<file path="src/rtl/mc_pkg.sv">
// mc_pkg -- shared constants and flush-FSM states for the Convey MC port adapter. Rev 1.0
`default_nettype none

package mc_pkg;
  localparam logic [1:0] MC_SIZE_8B    = 2'd3;
  localparam int         ADR_W         = 48;
  localparam int         DATA_W        = 64;
  localparam int         RDCTL_W       = 32;
  localparam int         RDCTL_TAG_LSB = 0;

  typedef enum logic [1:0] {
    ST_IDLE  = 2'd0,
    ST_DRAIN = 2'd1,
    ST_FLUSH = 2'd2,
    ST_WAIT  = 2'd3
  } flush_state_e;
endpackage

`default_nettype wire

</file>
<file path="src/rtl/sync_fifo.sv">
// sync_fifo -- single-clock FIFO with full/empty flags, show-ahead read. Rev 1.0
`default_nettype none

module sync_fifo #(
  parameter int WIDTH = 8,
  parameter int DEPTH = 16
) (
  input  logic             clk,
  input  logic             rst_n,
  input  logic             push,
  input  logic [WIDTH-1:0] push_data,
  input  logic             pop,
  output logic [WIDTH-1:0] pop_data,
  output logic             full,
  output logic             empty
);
  localparam int AW = $clog2(DEPTH);
  localparam logic [AW:0] PTR_ONE = (AW + 1)'(1);

  logic [AW:0]      wr_ptr_q, wr_ptr_d;
  logic [AW:0]      rd_ptr_q, rd_ptr_d;
  logic [WIDTH-1:0] mem_q [DEPTH];
  logic [WIDTH-1:0] mem_d [DEPTH];

  // Extra pointer MSB distinguishes full from empty when the index bits match.
  assign full     = (wr_ptr_q[AW] != rd_ptr_q[AW]) && (wr_ptr_q[AW-1:0] == rd_ptr_q[AW-1:0]);
  assign empty    = (wr_ptr_q == rd_ptr_q);
  assign pop_data = mem_q[rd_ptr_q[AW-1:0]];

  always_comb begin
    wr_ptr_d = wr_ptr_q;
    rd_ptr_d = rd_ptr_q;
    mem_d    = mem_q;
    if (push && !full) begin
      mem_d[wr_ptr_q[AW-1:0]] = push_data;
      wr_ptr_d                = wr_ptr_q + PTR_ONE;
    end
    if (pop && !empty) begin
      rd_ptr_d = rd_ptr_q + PTR_ONE;
    end
  end

  always_ff @(posedge clk or negedge rst_n) begin
    if (!rst_n) begin
      wr_ptr_q <= '0;
      rd_ptr_q <= '0;
    end else begin
      wr_ptr_q <= wr_ptr_d;
      rd_ptr_q <= rd_ptr_d;
    end
  end

  always_ff @(posedge clk) begin
    mem_q <= mem_d;
  end
endmodule

`default_nettype wire

</file>
<file path="src/rtl/mc_port_adapter.sv">
// mc_port_adapter -- engine-to-MC port adapter: request FIFO, tagged loads with in-order
// reorder buffer, and write-flush sequencing. Rev 1.0
`default_nettype none

module mc_port_adapter
  import mc_pkg::*;
#(
  parameter int REQ_DEPTH = 16,
  parameter int TAG_W     = 5
) (
  input  logic               clk_per,
  input  logic               i_reset_n,
  input  logic               eng_req_vld,
  output logic               eng_req_rdy,
  input  logic               eng_req_st,
  input  logic [ADR_W-1:0]   eng_req_vadr,
  input  logic [DATA_W-1:0]  eng_req_wdata,
  output logic               eng_rsp_vld,
  input  logic               eng_rsp_rdy,
  output logic [DATA_W-1:0]  eng_rsp_data,
  input  logic               eng_flush,
  output logic               eng_flush_done,
  output logic               mc_req_ld,
  output logic               mc_req_st,
  output logic [1:0]         mc_req_size,
  output logic [ADR_W-1:0]   mc_req_vadr,
  output logic [DATA_W-1:0]  mc_req_wrd_rdctl,
  input  logic               mc_rd_rq_stall,
  input  logic               mc_wr_rq_stall,
  input  logic               mc_rsp_push,
  input  logic [RDCTL_W-1:0] mc_rsp_rdctl,
  input  logic [DATA_W-1:0]  mc_rsp_data,
  output logic               mc_rsp_stall,
  output logic               mc_req_flush,
  input  logic               mc_rsp_flush_cmplt,
  output logic               err_spurious
);
  localparam int                SLOTS    = 1 << TAG_W;
  localparam int                REQ_W    = 1 + ADR_W + DATA_W;
  localparam logic [TAG_W-1:0]  TAG_ONE  = TAG_W'(1);
  localparam logic [TAG_W:0]    OUT_ONE  = (TAG_W + 1)'(1);
  localparam logic [TAG_W:0]    OUT_FULL = {1'b1, {TAG_W{1'b0}}};

  logic [REQ_W-1:0]  fifo_rdata;
  logic              fifo_full, fifo_empty, fifo_push, fifo_pop;
  logic              head_st;
  logic [ADR_W-1:0]  head_vadr;
  logic [DATA_W-1:0] head_wdata;
  logic              issue_ld, issue_st, deliver;
  logic [TAG_W-1:0]  rsp_tag;
  logic              unused_rdctl;

  flush_state_e      state_q, state_d;
  logic              rdy_en_q, rdy_en_d;
  logic              mc_req_ld_q, mc_req_ld_d, mc_req_st_q, mc_req_st_d;
  logic [ADR_W-1:0]  mc_req_vadr_q, mc_req_vadr_d;
  logic [DATA_W-1:0] mc_req_wrd_q, mc_req_wrd_d;
  logic [TAG_W-1:0]  alloc_ptr_q, alloc_ptr_d, head_ptr_q, head_ptr_d;
  logic [TAG_W:0]    outstanding_q, outstanding_d;
  logic [SLOTS-1:0]  slot_busy_q, slot_busy_d, slot_vld_q, slot_vld_d;
  logic              err_q, err_d;
  logic [DATA_W-1:0] rob_q [SLOTS];
  logic [DATA_W-1:0] rob_d [SLOTS];

  sync_fifo #(.WIDTH(REQ_W), .DEPTH(REQ_DEPTH)) u_req_fifo (
    .clk       (clk_per),
    .rst_n     (i_reset_n),
    .push      (fifo_push),
    .push_data ({eng_req_st, eng_req_vadr, eng_req_wdata}),
    .pop       (fifo_pop),
    .pop_data  (fifo_rdata),
    .full      (fifo_full),
    .empty     (fifo_empty)
  );

  assign {head_st, head_vadr, head_wdata} = fifo_rdata;
  assign rsp_tag      = mc_rsp_rdctl[RDCTL_TAG_LSB +: TAG_W];
  assign unused_rdctl = ^mc_rsp_rdctl;

  // rdy_en_q keeps ready low through reset and rises one edge after release.
  assign eng_req_rdy = rdy_en_q && !fifo_full && (state_q == ST_IDLE);
  assign fifo_push   = eng_req_vld && eng_req_rdy;

  assign issue_st = !fifo_empty && head_st && !mc_wr_rq_stall;
  assign issue_ld = !fifo_empty && !head_st && !mc_rd_rq_stall &&
                    (outstanding_q != OUT_FULL) && !slot_busy_q[alloc_ptr_q];
  assign fifo_pop = issue_ld || issue_st;
  assign deliver  = slot_vld_q[head_ptr_q] && eng_rsp_rdy;

  assign eng_rsp_vld      = slot_vld_q[head_ptr_q];
  assign eng_rsp_data     = slot_vld_q[head_ptr_q] ? rob_q[head_ptr_q] : '0;
  assign mc_req_ld        = mc_req_ld_q;
  assign mc_req_st        = mc_req_st_q;
  assign mc_req_size      = MC_SIZE_8B;
  assign mc_req_vadr      = mc_req_vadr_q;
  assign mc_req_wrd_rdctl = mc_req_wrd_q;
  assign mc_rsp_stall     = 1'b0;
  assign err_spurious     = err_q;

  always_comb begin
    rdy_en_d      = 1'b1;
    mc_req_ld_d   = issue_ld;
    mc_req_st_d   = issue_st;
    mc_req_vadr_d = mc_req_vadr_q;
    mc_req_wrd_d  = mc_req_wrd_q;
    alloc_ptr_d   = alloc_ptr_q;
    head_ptr_d    = head_ptr_q;
    outstanding_d = outstanding_q;
    slot_busy_d   = slot_busy_q;
    slot_vld_d    = slot_vld_q;
    err_d         = err_q;
    rob_d         = rob_q;

    if (fifo_pop) begin
      mc_req_vadr_d = head_vadr;
      mc_req_wrd_d  = head_st ? head_wdata : {{(DATA_W - TAG_W){1'b0}}, alloc_ptr_q};
    end
    if (issue_ld) begin
      slot_busy_d[alloc_ptr_q] = 1'b1;
      alloc_ptr_d              = alloc_ptr_q + TAG_ONE;
    end

    if (mc_rsp_push) begin
      if (slot_busy_q[rsp_tag]) begin
        rob_d[rsp_tag]      = mc_rsp_data;
        slot_vld_d[rsp_tag] = 1'b1;
      end else begin
        err_d = 1'b1;
      end
    end

    // Delivery is applied last; a valid head slot can never be the issue slot.
    if (deliver) begin
      slot_vld_d[head_ptr_q]  = 1'b0;
      slot_busy_d[head_ptr_q] = 1'b0;
      head_ptr_d              = head_ptr_q + TAG_ONE;
    end

    case ({issue_ld, deliver})
      2'b10:   outstanding_d = outstanding_q + OUT_ONE;
      2'b01:   outstanding_d = outstanding_q - OUT_ONE;
      default: outstanding_d = outstanding_q;
    endcase
  end

  always_comb begin
    state_d        = state_q;
    mc_req_flush   = 1'b0;
    eng_flush_done = 1'b0;
    case (state_q)
      ST_IDLE:  if (eng_flush) state_d = ST_DRAIN;
      ST_DRAIN: if (fifo_empty && !mc_req_ld_q && !mc_req_st_q) state_d = ST_FLUSH;
      ST_FLUSH: begin
        mc_req_flush = 1'b1;
        state_d      = ST_WAIT;
      end
      ST_WAIT: begin
        if (mc_rsp_flush_cmplt) begin
          eng_flush_done = 1'b1;
          state_d        = ST_IDLE;
        end
      end
      default:  state_d = ST_IDLE;
    endcase
  end

  always_ff @(posedge clk_per or negedge i_reset_n) begin
    if (!i_reset_n) begin
      state_q       <= ST_IDLE;
      rdy_en_q      <= 1'b0;
      mc_req_ld_q   <= 1'b0;
      mc_req_st_q   <= 1'b0;
      mc_req_vadr_q <= '0;
      mc_req_wrd_q  <= '0;
      alloc_ptr_q   <= '0;
      head_ptr_q    <= '0;
      outstanding_q <= '0;
      slot_busy_q   <= '0;
      slot_vld_q    <= '0;
      err_q         <= 1'b0;
    end else begin
      state_q       <= state_d;
      rdy_en_q      <= rdy_en_d;
      mc_req_ld_q   <= mc_req_ld_d;
      mc_req_st_q   <= mc_req_st_d;
      mc_req_vadr_q <= mc_req_vadr_d;
      mc_req_wrd_q  <= mc_req_wrd_d;
      alloc_ptr_q   <= alloc_ptr_d;
      head_ptr_q    <= head_ptr_d;
      outstanding_q <= outstanding_d;
      slot_busy_q   <= slot_busy_d;
      slot_vld_q    <= slot_vld_d;
      err_q         <= err_d;
    end
  end

  // Load data needs no reset: it is only visible behind slot_vld.
  always_ff @(posedge clk_per) begin
    rob_q <= rob_d;
  end
endmodule

`default_nettype wire

</file>
<file path="config.mk">
export PLATFORM = sky130hd
export DESIGN_NAME = mc_port_adapter
export DESIGN_NICKNAME = d
export VERILOG_FILES = /design/src/rtl/mc_pkg.sv /design/src/rtl/sync_fifo.sv /design/src/rtl/mc_port_adapter.sv
export SDC_FILE = /design/constraint.sdc
export NUM_CORES = 2
export LEC_CHECK = 0
export CORE_MARGIN = 2
export CORE_UTILIZATION = 40
export DETAILED_ROUTE_END_ITERATION = 10
export PLACE_DENSITY_LB_ADDON = 0.05
export SYNTH_ARGS = -nofsm -noshare
export SYNTH_HDL_FRONTEND = slang
export SYNTH_SLANG_ARGS = --single-unit
</file>
<file path="constraint.sdc">
create_clock -name clk_per -period 14.4 [get_ports clk_per]
set_clock_uncertainty 0.2 [all_clocks]
set_input_delay 1.44 -clock clk_per [delete_from_list [all_inputs] [get_ports clk_per]]
set_output_delay 1.44 -clock clk_per [all_outputs]
set_load 0.01 [all_outputs]
</file>
==> summary by stage <==
Placed design
The post-detailed-placement half-perimeter wirelength is 209000 um. The number of input and output port buffers inserted is about 370. At the end of routability-driven placement, the weighted congestion stood at 0.728.

Summing all placed instances gives a cell area of 164000 um2.

Timing
The number of pins exceeding their max-slew limit in the final report is 0. The transition time at the pin with the least slew margin is 1350 ps. After layout, the worst path uses 58.3% of the clock period. The shortest period the worst path allows is ~8400 ps. Setup repair after global routing left no endpoint under its margin. The total negative slack for setup checks is 0 ps. Setup violations remaining at the end of the flow were counted as 0.

On the final layout, the worst hold slack is approximately 260 ps. The top achievable clock speed is 119 MHz. The worst-case headroom to the max-slew limit is 9.42%. The final-report hold violation count came to 0.

Clock tree
Counting the buffers created by CTS gives 440. Buffers added to address setup during post-CTS repair amount to 0. The CTS tree is done. The number of gates resized after CTS was 0.

CTS saw 4064 sinks. Hold repair after CTS inserted 0 buffers. The root cell of the clock tree is sky130_fd_sc_hd__clkbuf_16. Clock latency on the worst-skew pair, taken at its later pin, is between 900 and 1000 ps. The H-tree depth is 5. The clock passes through at most 4 buffers. After clock tree synthesis, the clock-pin slew on the worst setup and hold paths is 60 ps.

Floorplan
The I/O pin total is 404. Once the floorplan was initialized, standard cells occupied 40.3% of the core. The height of the die is 625 um. In this run the horizontal extent of the chip is 625 um. The die covers slightly below 400000 um2. The core footprint is 383000 um2. The number of placement rows is 227.

Finish
The multi-input logic area is 31700 um2. Registers take ~120000 um2. For this run, the post-layout net count is roughly 7500. Cells fill a little under half of the core in the end. After filler insertion, the fill cell instance count of the layout stands at between 30000 and 40000. The final standard cell area without fillers is between 150000 and 200000 um2. Of the cells placed in the final design, the portion with a size suffix greater than 1 is 25.8%. The area growth from synthesis to layout is 15.8%.

Setup path
The largest driver fanout on the critical path is 58. The type of origin of the critical path is a register. STA puts the critical path data arrival time at ~6800 ps. The sort of element at the end of the critical path is an output pin. The required arrival time at the worst endpoint is between 10000 and 15000 ps.

The type of the setup path with the least slack is register to output pin.

Global route
The layer flagged by global routing as most heavily used is met2. The via count of the first global-routing pass came to 77400. The total congestion overflow after global routing is 0. The first global-routing pass estimated 601000 um of wire. The maximum number of pins on one net before global-route repair is 124. For met2 alone, demand over resource in global routing was 37.3%. Global routing used 21.8% of the available tracks. For met1 alone, demand over resource in global routing was 29.4%.

Global routing used 3.22% of the available met3 tracks. The initial antenna violation count is 78.

Routing
Across all layers, the routed design uses around 73000 vias. Dividing the detail-routed via count by the number of cells gives 5.75. The DRC marker count from the first detailed-route iteration is between 6000 and 7000. For this run, design rule violations remaining after detail routing come to 0. The total wire length is between 400000 and 500000 um.

The mean routed wirelength per cell is between 30 and 40 um. The first TritonRoute pass finished after 5 iterations. The count of nets left with antenna violations once routing finished came out at 0.

Pwr
For this design the ratio of total power to cell area is around 190 nW/um2. For this design the static power due to leakage is about 56 nW. VDD sags by at most 0.138 mV.

Min path
The path category of the worst min-delay check is register to register.

Synthesis
Counting distinct cell types in the post-synthesis netlist gives 70. In this run, synthesis inferred 3856 flip-flops with an integrated enable. By area the synthesized netlist is led by sky130_fd_sc_hd__edfxtp_1, sky130_fd_sc_hd__mux4_2, sky130_fd_sc_hd__dfrtp_1, sky130_fd_sc_hd__a22oi_1, sky130_fd_sc_hd__nand2_1. The most repeated cell in the gate-level netlist after synthesis is sky130_fd_sc_hd__edfxtp_1.

The post-synthesis average cell area is between 20 and 25 um2. The sequential fraction of the synthesis area is about four fifths. The leading area contributor after synthesis is sky130_fd_sc_hd__edfxtp_1. The post-synthesis instance area is 154000 um2. Synthesis produced a netlist whose cell count is roughly 6700. Among all flip-flop cells after synthesis, the most frequent one is sky130_fd_sc_hd__edfxtp_1. The number of warning messages in the yosys log is 0.

The total of flip-flops plus latches after synthesis is 4064. After synthesis, the most frequently instantiated cells are sky130_fd_sc_hd__edfxtp_1, sky130_fd_sc_hd__mux4_2, sky130_fd_sc_hd__a22oi_1. The share of the synthesized area in the top cell type is 75.1%. Counting flops with an async set or reset pin after synthesis yields a share of a little over 5%.

Outcome
The flow ran to the end, and the final reports show no timing, DRC or antenna violations.

Flow run
Max-cap violations in this run came to 0.
## through the flow
step,std cells,worst slack (ps),power [W]
floorplan,6659,3750,0.0197
finish,12700,6010,0.0333
global placement,11900,6780,0.0228
detailed placement,11900,6760,0.0228
global route,12700,5520,0.0347
CTS,12700,5690,0.0339
## sequential cells by signal, indices dropped and copies added (netlist names)
| signal | flops |
|---|---|
| alloc_ptr_q | 5 |
| err_spurious | 1 |
| rdy_en_q | 1 |
| mc_req_ld | 1 |
| slot_busy_q | 32 |
| state_q | 2 |
| u_req_fifo.mem_q | 1808 |
| mc_req_st | 1 |
| head_ptr_q | 5 |
| mc_req_vadr | 48 |
| slot_vld_q | 32 |
| u_req_fifo.rd_ptr_q | 5 |
| rob_q | 2048 |
| outstanding_q | 6 |
| u_req_fifo.wr_ptr_q | 5 |
| mc_req_wrd_rdctl | 64 |
## worst max-delay path, cell delays in order (launching register included)
cell and delay [ps]:
sky130_fd_sc_hd__dfrtp_4 890, sky130_fd_sc_hd__buf_4 840, sky130_fd_sc_hd__buf_4 880, sky130_fd_sc_hd__buf_4 730, sky130_fd_sc_hd__buf_4 650, sky130_fd_sc_hd__mux4_2 400, sky130_fd_sc_hd__a22o_1 240, sky130_fd_sc_hd__a221oi_1 350
sky130_fd_sc_hd__a31oi_1 150, sky130_fd_sc_hd__clkdlybuf4s50_1 510
## area by class of cell
type                       count  area share [%]
sequential                  4064            67.8
clock buffer                 581            6.71
inverter                      28          0.0631
clock inverter               231            1.16
antenna                       22          0.0308
multi-input combinational   2174            17.8
timing repair buffer         549            2.96
tap                         5038            3.53
## cell usage in the layout (no fill, tap or decap), types with 67 or more instances in the layout
cell                              netlist  routed
sky130_fd_sc_hd__edfxtp_1            3856    3856
sky130_fd_sc_hd__mux4_2              1037    1037
sky130_fd_sc_hd__clkbuf_16              0     450
sky130_fd_sc_hd__clkdlybuf4s50_1        0     372
sky130_fd_sc_hd__a22oi_1              226     226
sky130_fd_sc_hd__nand2_1              224     224
sky130_fd_sc_hd__dfrtp_1              208     203
sky130_fd_sc_hd__buf_4                  9     158
sky130_fd_sc_hd__clkbuf_1             207     109
sky130_fd_sc_hd__clkinv_1               1      96
sky130_fd_sc_hd__clkinv_2               0      76
sky130_fd_sc_hd__o21ai_0               70      70
sky130_fd_sc_hd__a31oi_1               67      67
## cells by family after synthesis
| group | synth area share (%) |
|---|---|
| compound gates | 2.91 |
| xor+xnor | 0.153 |
| fa+ha+maj | 0.170 |
| buf+inv | 1.21 |
| flops | 78.5 |
| mux | 15.9 |
| other cells | 0.00487 |
| simple gates | 1.22 |
## metal layers
| metal | share of wire [%] | vias to the layer above |
|---|---|---|
| met3 | 5.0 | 654 |
| met5 | 0.063 | - |
| met2 | 50 | 1937 |
| met4 | 2.5 | 44 |
| met1 | 42 | 40500 |
| li1 | - | 29800 |
## report_power, final
group / total (W) / internal, W / switching, W
Clock: 0.0110 / 0.00642 / 0.00457
Sequential: 0.0137 / 0.0133 / 0.000411
Combinational: 0.00859 / 0.00403 / 0.00457
Total: 0.0333 / 0.0238 / 0.00955
## path summary, 6_finish.rpt
kind / startpoint / end / slack, ps / depth (start not counted)
min in group asynchronous: i_reset_n / mc_req_vadr[34] / 290 / 1
min reg2reg: err_spurious / err_spurious / 260 / 1
max in group asynchronous: i_reset_n / head_ptr_q[0] / 11370 / 3
max: head_ptr_q[1] / eng_rsp_data[41] / 6010 / 9
min: err_spurious / err_spurious / 260 / 1
max reg2reg: u_req_fifo.rd_ptr_q[0] / mc_req_wrd_rdctl[33] / 7570 / 9
Power figures use the tool's default switching activity.
